--- config.mk ---
export PLATFORM = sky130hd
export DESIGN_NAME = systolic_psum_addr_gen
export DESIGN_NICKNAME = d
export VERILOG_FILES = /design/src/rtl/systolic_psum_addr_gen_pkg.sv /design/src/rtl/psum_row_pass_counter.sv /design/src/rtl/systolic_psum_addr_gen.sv
export SDC_FILE = /design/constraint.sdc
export NUM_CORES = 1
export LEC_CHECK = 0
export ABC_AREA = 1
export BUFFER_PORTS_ARGS = -buffer_cell sky130_fd_sc_hd__buf_2
export CAP_MARGIN = 30
export CORE_UTILIZATION = 47
export CTS_BUF_LIST = sky130_fd_sc_hd__clkbuf_16
export DETAILED_ROUTE_END_ITERATION = 8
export GPL_TIMING_DRIVEN = 0
export PLACE_DENSITY = 0.68
export SYNTH_ARGS = -nofsm -noshare
export SYNTH_HDL_FRONTEND = slang
export SYNTH_SLANG_ARGS = --single-unit
--- constraint.sdc ---
create_clock -name CLK -period 2.5 [get_ports CLK]
set_clock_uncertainty 0.2 [all_clocks]
set_input_delay 0.125 -clock CLK [delete_from_list [all_inputs] [get_ports CLK]]
set_output_delay 0.125 -clock CLK [all_outputs]
set_load 0.005 [all_outputs]
--- src/rtl/systolic_psum_addr_gen_pkg.sv ---
`default_nettype none
// ============================================================================
// Module      : systolic_psum_addr_gen_pkg
// Description : Shared widths and FSM state encodings for the systolic
//               partial-sum address generator.
//               BIT_ADDR - psum SRAM address width
//               PE_COL   - number of PE columns (skew depth)
//               PASS_W   - accumulation pass count width
// Revision    : 1.0 - initial release
// ============================================================================
package systolic_psum_addr_gen_pkg;

    localparam int BIT_ADDR = 8;
    localparam int PE_COL   = 4;
    localparam int PASS_W   = 8;
    localparam int DRAIN_W  = $clog2(PE_COL + 1);

    localparam int STATE_W = 3;
    localparam logic [STATE_W-1:0] S_IDLE  = 3'd0;
    localparam logic [STATE_W-1:0] S_INIT  = 3'd1;
    localparam logic [STATE_W-1:0] S_RUN   = 3'd2;
    localparam logic [STATE_W-1:0] S_DRAIN = 3'd3;
    localparam logic [STATE_W-1:0] S_WB    = 3'd4;
    localparam logic [STATE_W-1:0] S_DONE  = 3'd5;

endpackage : systolic_psum_addr_gen_pkg
`default_nettype wire

--- src/rtl/psum_row_pass_counter.sv ---
`default_nettype none
// ============================================================================
// Module      : psum_row_pass_counter
// Description : Row counter that wraps at the row limit and advances a pass
//               counter on each wrap, with last-row / last-pass flags.
// Ports       : CLK, RSTn        - clock, async active-low reset
//               i_Clear          - synchronous clear (priority over step)
//               i_Step           - advance one row
//               i_Row_Limit      - rows per pass (N), must be non-zero when used
//               i_Pass_Limit     - passes (K), must be non-zero when used
//               o_Row            - current row index
//               o_Last_Row       - current row is N-1
//               o_Last_Pass      - current pass is K-1
// Revision    : 1.0 - initial release
// ============================================================================
module psum_row_pass_counter
    import systolic_psum_addr_gen_pkg::*;
(
    input  logic                CLK,
    input  logic                RSTn,
    input  logic                i_Clear,
    input  logic                i_Step,
    input  logic [BIT_ADDR-1:0] i_Row_Limit,
    input  logic [PASS_W-1:0]   i_Pass_Limit,
    output logic [BIT_ADDR-1:0] o_Row,
    output logic                o_Last_Row,
    output logic                o_Last_Pass
);

    logic [BIT_ADDR-1:0] r_row;
    logic [PASS_W-1:0]   r_pass;

    assign o_Row       = r_row;
    assign o_Last_Row  = (r_row  == (i_Row_Limit  - BIT_ADDR'(1)));
    assign o_Last_Pass = (r_pass == (i_Pass_Limit - PASS_W'(1)));

    always_ff @(posedge CLK or negedge RSTn) begin
        if (!RSTn) begin
            r_row  <= '0;
            r_pass <= '0;
        end else if (i_Clear) begin
            r_row  <= '0;
            r_pass <= '0;
        end else if (i_Step) begin
            if (o_Last_Row) begin
                r_row  <= '0;
                r_pass <= r_pass + PASS_W'(1);
            end else begin
                r_row  <= r_row + BIT_ADDR'(1);
            end
        end
    end

endmodule : psum_row_pass_counter
`default_nettype wire

--- src/rtl/systolic_psum_addr_gen.sv ---
`default_nettype none
// ============================================================================
// Module      : systolic_psum_addr_gen
// Description : Partial-sum SRAM address generator for a systolic array tile:
//               optional init (zero-write) pass, K accumulation read passes,
//               a PE_COL-cycle drain for skewed column writes, then a final
//               write-back read pass.
// Config      : PSUM_INIT_EN - when defined, the INIT state writes each row
//               once before accumulation; when undefined, IDLE goes straight
//               to RUN and write enables stay 0.
// Ports       : CLK, RSTn          - clock, async active-low reset
//               i_Start            - one-cycle tile start (IDLE only)
//               i_Base_Addr        - first psum address of the tile
//               i_Num_Rows         - rows per pass (N); 0 finishes at once
//               i_Num_Pass         - passes (K); 0 treated as 1
//               o_Psram_Addr       - unskewed SRAM address
//               o_Psram_Addr_1buf  - RUN address delayed one cycle
//               o_Psram_Valid_1buf - RUN column-valid delayed one cycle
//               o_Psram_En/Wea     - per-column enable / write enable
//               o_Valid_WB_Psum    - final write-back phase
//               o_Busy, o_Done     - status
// Revision    : 1.0 - initial release
// ============================================================================
module systolic_psum_addr_gen
    import systolic_psum_addr_gen_pkg::*;
(
    input  logic                CLK,
    input  logic                RSTn,
    input  logic                i_Start,
    input  logic [BIT_ADDR-1:0] i_Base_Addr,
    input  logic [BIT_ADDR-1:0] i_Num_Rows,
    input  logic [PASS_W-1:0]   i_Num_Pass,
    output logic [BIT_ADDR-1:0] o_Psram_Addr,
    output logic [BIT_ADDR-1:0] o_Psram_Addr_1buf,
    output logic [PE_COL-1:0]   o_Psram_Valid_1buf,
    output logic [PE_COL-1:0]   o_Psram_En,
    output logic [PE_COL-1:0]   o_Psram_Wea,
    output logic                o_Valid_WB_Psum,
    output logic                o_Busy,
    output logic                o_Done
);

    logic [STATE_W-1:0]  r_state;
    logic [STATE_W-1:0]  w_next_state;
    logic [BIT_ADDR-1:0] r_base;
    logic [BIT_ADDR-1:0] r_rows;
    logic [PASS_W-1:0]   r_npass;
    logic [DRAIN_W-1:0]  r_drain_cnt;
    logic [BIT_ADDR-1:0] w_row;
    logic                w_last_row;
    logic                w_last_pass;
    logic                w_step;
    logic                w_cnt_clear;
    logic                w_drain_last;
    logic [BIT_ADDR-1:0] w_addr;

    // Row counter restarts on every state change so each phase begins at row 0.
    assign w_step       = (r_state == S_INIT) || (r_state == S_RUN) || (r_state == S_WB);
    assign w_cnt_clear  = (r_state != w_next_state);
    assign w_drain_last = (r_drain_cnt == DRAIN_W'(PE_COL - 1));
    assign w_addr       = r_base + w_row;

    psum_row_pass_counter u_counter (
        .CLK          (CLK),
        .RSTn         (RSTn),
        .i_Clear      (w_cnt_clear),
        .i_Step       (w_step),
        .i_Row_Limit  (r_rows),
        .i_Pass_Limit (r_npass),
        .o_Row        (w_row),
        .o_Last_Row   (w_last_row),
        .o_Last_Pass  (w_last_pass)
    );

    // State register and tile parameter latch
    always_ff @(posedge CLK or negedge RSTn) begin
        if (!RSTn) begin
            r_state <= S_IDLE;
            r_base  <= '0;
            r_rows  <= '0;
            r_npass <= '0;
        end else begin
            r_state <= w_next_state;
            if ((r_state == S_IDLE) && i_Start) begin
                r_base  <= i_Base_Addr;
                r_rows  <= i_Num_Rows;
                r_npass <= (i_Num_Pass == '0) ? PASS_W'(1) : i_Num_Pass;
            end
        end
    end

    // Next-state logic
    always_comb begin
        w_next_state = r_state;
        case (r_state)
            S_IDLE: begin
                if (i_Start) begin
                    if (i_Num_Rows == '0) begin
                        w_next_state = S_DONE;
                    end else begin
`ifdef PSUM_INIT_EN
                        w_next_state = S_INIT;
`else
                        w_next_state = S_RUN;
`endif
                    end
                end
            end
`ifdef PSUM_INIT_EN
            S_INIT:  if (w_last_row)                w_next_state = S_RUN;
`endif
            S_RUN:   if (w_last_row && w_last_pass) w_next_state = S_DRAIN;
            S_DRAIN: if (w_drain_last)              w_next_state = S_WB;
            S_WB:    if (w_last_row)                w_next_state = S_DONE;
            S_DONE:                                 w_next_state = S_IDLE;
            default:                                w_next_state = S_IDLE;
        endcase
    end

    // Output logic
    always_comb begin
        o_Psram_Addr    = '0;
        o_Psram_En      = '0;
        o_Psram_Wea     = '0;
        o_Valid_WB_Psum = 1'b0;
        o_Busy          = (r_state != S_IDLE);
        o_Done          = (r_state == S_DONE);
        case (r_state)
`ifdef PSUM_INIT_EN
            S_INIT: begin
                o_Psram_Addr = w_addr;
                o_Psram_En   = '1;
                o_Psram_Wea  = '1;
            end
`endif
            S_RUN: begin
                o_Psram_Addr = w_addr;
                o_Psram_En   = '1;
            end
            S_WB: begin
                o_Psram_Addr    = w_addr;
                o_Psram_En      = '1;
                o_Valid_WB_Psum = 1'b1;
            end
            default: ;
        endcase
    end

    // Drain cycle counter and one-cycle-delayed RUN address/valid
    always_ff @(posedge CLK or negedge RSTn) begin
        if (!RSTn) begin
            r_drain_cnt        <= '0;
            o_Psram_Addr_1buf  <= '0;
            o_Psram_Valid_1buf <= '0;
        end else begin
            r_drain_cnt        <= (r_state == S_DRAIN) ? (r_drain_cnt + DRAIN_W'(1)) : '0;
            o_Psram_Addr_1buf  <= (r_state == S_RUN) ? w_addr : '0;
            o_Psram_Valid_1buf <= (r_state == S_RUN) ? {PE_COL{1'b1}} : '0;
        end
    end

endmodule : systolic_psum_addr_gen
`default_nettype wire

==> results.md <==
- Placer Congestion: around 0.85
- Worst Reg-to-Reg Cells: 15
- Layout Nets: 624
- Clock slew at reported path FFs: around 0.07 ns
- CTS root buffer: clkbuf_16
- Avg Cell Area, Syn: between 7 and 8 µm²
- Multi-input gate area: 1890 µm²
- Net Sw Power: about 0.0023 W
- Initial antenna violation count: 0
- Leakage: 2.36 nW
- Slew Viols, Final: 0
- Layout cell share with drive strength beyond 1: 0.211
- Drt first pass iters: 4
- Cell taking the most area after synthesis: dfrtp_1
- R2r setup slk: around 0.11 ns
- Asr flop ratio synth: 1.00
- Warning count from the yosys run: 0
- Clk_lat worst skew: about 0.29 ns
- Post-route clock period utilization: 0.978
- Sw Share: 0.448
- Slew HR: 0.649
- EDFF count, synth: 0
- Dpl cells: about 640
- Post-synth cell types: 33
- GRT Util Overall: 0.225
- Kind of critical path: reg -> out
- Routed vias: 3294
- Crit. End Element: primary output
- Max VDD drop: 480 µV
- Period minus WS final: between 2 and 2.5 ns
- Top FF cell, synth: dfrtp_1
- RSZ-0062 raised after global routing: yes
- Most numerous cell in the Yosys netlist: nand2_1
- Die Ht: 88.1 µm
- Critical Path RT: between 2 and 2.5 ns
- Syn Inst Count: 481
- Max_cap viols: 0
- Core area: approximately 7200 µm²
- Post-route antenna net violation count: 0
- Seq/Total Area, Yosys: 0.395
- Final Hold Slack: 0.0940 ns
- Hold depth: 3
- Internal Pwr Total: 0.00287 W
- CTS tree: done
- Flop pwr share: 0.286
- Clk pwr share: 0.136
- Non-Filler Instances: roughly 700
- FF+latch count, synth: 55
- DP HPWL: around 6000 µm
- Vias in the first global route: 3023
- First-pass GRT wire length: 13500 µm
- DR iter-0 viols: between 150 and 200
- H-tree Lvls: 2
- Die X: 88.1 µm
- CTS Buffer Depth: 2
- Status: finished clean
- GR Overflow Total: 0
- Remaining DRCs: 0
- Antenna Cells: 0
- Setup TNS: 0 ns
- Cts bufs inserted: 5
- Largest net degree at the start of global routing: 37
- Worst Hold Class: in -> reg
- I/O pin count: 58
- Ranking of synthesized cells by area: dfrtp_1, nand2_1, nor2_1
- Worst reg2reg path endpoint: u_counter.r_pass[6]
- Drt wl/cell: about 12 µm
- IO Port Bufs: 53
- Vias/cell: roughly 4.8
- Crit path launch: u_counter.o_Row[2]
- Clock sink total: between 50 and 60
- Area grow syn2layout: 28.7%
- Final setup vio count: 0
- Synthesized area: ~3500 µm²
- Peak Freq: between 400 and 500 MHz
- Final hold violation count: 0
- Pwr dens: between 1000 and 1500 nW/µm²
- Reg2reg start: r_rows[0]
- Row cnt: 31
- Full die area: ~7800 µm²
- Final WL: around 8400 µm
- Startpoint types: flop
- Slew @ Worst Pin: 0.526 ns
- CP Max Fanout: 3
- Initial Util: 0.483
- Post-synth top cells: nand2_1, nor2_1, dfrtp_1, inv_1, nand3_1
- Synth top area share: 0.395
- Storage cell area: roughly 1400 µm²
- Arr. time, crit path: 2.12 ns
- Fill cell count: between 600 and 700
- Comb pwr share: 0.577
- Critical Path End: o_Psram_Addr[7]
[cells by family (layout without fill, tap and decap cells)]
family	after synthesis	count (layout)	synth area share
flip-flops	55	55	0.395
other	1	4	0.00108
AO/OA/AOI/OAI	34	34	0.0672
adder cells (fa/ha/maj)	14	14	0.0525
XOR/XNOR	23	23	0.0579
AND/OR/NAND/NOR	282	284	0.336
buffers and inverters	72	170	0.0898
[how the worst min path moves through the flow]
stage                   start                   end
3_3_place_gp   i_Base_Addr[7]             r_base[7]
3_5_place_dp             RSTn             r_rows[6]
5_1_grt               i_Start            r_npass[0]
4_1_cts               i_Start            r_npass[0]
2_1_floorplan            RSTn  o_Psram_Addr_1buf[0]
6_report              i_Start            r_npass[0]
[cell type report]
| cell class | count | share of cell area |
|---|---|---|
| multi-input combinational | 359 | 0.421 |
| buffer | 19 | 0.0274 |
| clock inverter | 3 | 0.00531 |
| tap | 99 | 0.0276 |
| clock buffer | 5 | 0.0279 |
| inverter | 53 | 0.0444 |
| timing repair buffer | 90 | 0.138 |
| sequential | 55 | 0.308 |
[stage by stage]
stage / setup WS, ns / instance area, µm² / power [W] / util
finish: 0.0557 / 4480 / 0.00521 / 0.621
floorplan: 0.348 / 3490 / 0.00346 / -
global route: -0.0703 / 4480 / 0.00574 / 0.621
detailed placement: -0.0275 / 3900 / 0.00424 / 0.541
global placement: -0.0192 / 3880 / 0.00416 / 0.538
CTS: 0.0132 / 4340 / 0.00501 / 0.601
[critical path, cell delays in order (launching register included)]
cell	delay (ns)
dfrtp_2	0.43
ha_4	0.26
a21oi_2	0.13
nand2_2	0.08
a21oi_2	0.15
o21ai_2	0.08
a21o_1	0.18
a21oi_2	0.15
xor2_1	0.19
nor2_1	0.06
buf_2	0.13
[layer usage]
layer  global-route usage  vias to the layer above  wire, µm  part of all wire
met5                    0                        -         0                 0
met4               0.0499                        0        42            0.0050
li1                     -                     1719         -                 -
met1                0.304                     1504      3960              0.47
met2                0.385                       67      4050              0.48
met3               0.0311                        4       331             0.039
[power groups by stage]
stage	Sequential (W)	Combinational, W	Clock (W)
after global placement	0.00151	0.00265	0
after floorplan	0.00147	0.00199	0
after CTS	0.00150	0.00278	0.000731
after detailed placement	0.00152	0.00272	0
final	0.00149	0.00300	0.000710
after global routing	0.00154	0.00344	0.000759
[placed cells by master, fill, tap and decap left out, drive strengths merged, types with 8 or more instances in the layout]
| cell type | instances |
|---|---|
| xnor2 | 11 |
| o2111ai | 8 |
| clkbuf | 10 |
| inv | 54 |
| dfrtp | 55 |
| nand4 | 11 |
| xor2 | 12 |
| buf | 79 |
| o21ai | 13 |
| nand3 | 26 |
| nor2 | 69 |
| dlygate4sd3 | 25 |
| nand2 | 169 |
| ha | 13 |
[state kept, by name, indices dropped and copies added, names as in the netlist]
signal / count
u_counter.r_pass: 8
r_base: 8
r_npass: 8
r_state: 3
r_rows: 8
o_Psram_Addr_1buf: 8
o_Psram_Valid_1buf: 1
u_counter.o_Row: 8
r_drain_cnt: 3
[what timing repair did]
action / in CTS / in global routing
hold endpoints to repair: 44 / 0
pin swaps: 2 / 10
gates cloned: 0 / 2
endpoints found under the setup margin: 16 / 18
gates resized for setup: 8 / 19
hold buffers: 25 / 0
buffers inserted: 2 / 9
No activity file was read; power rests on OpenSTA's default activity.
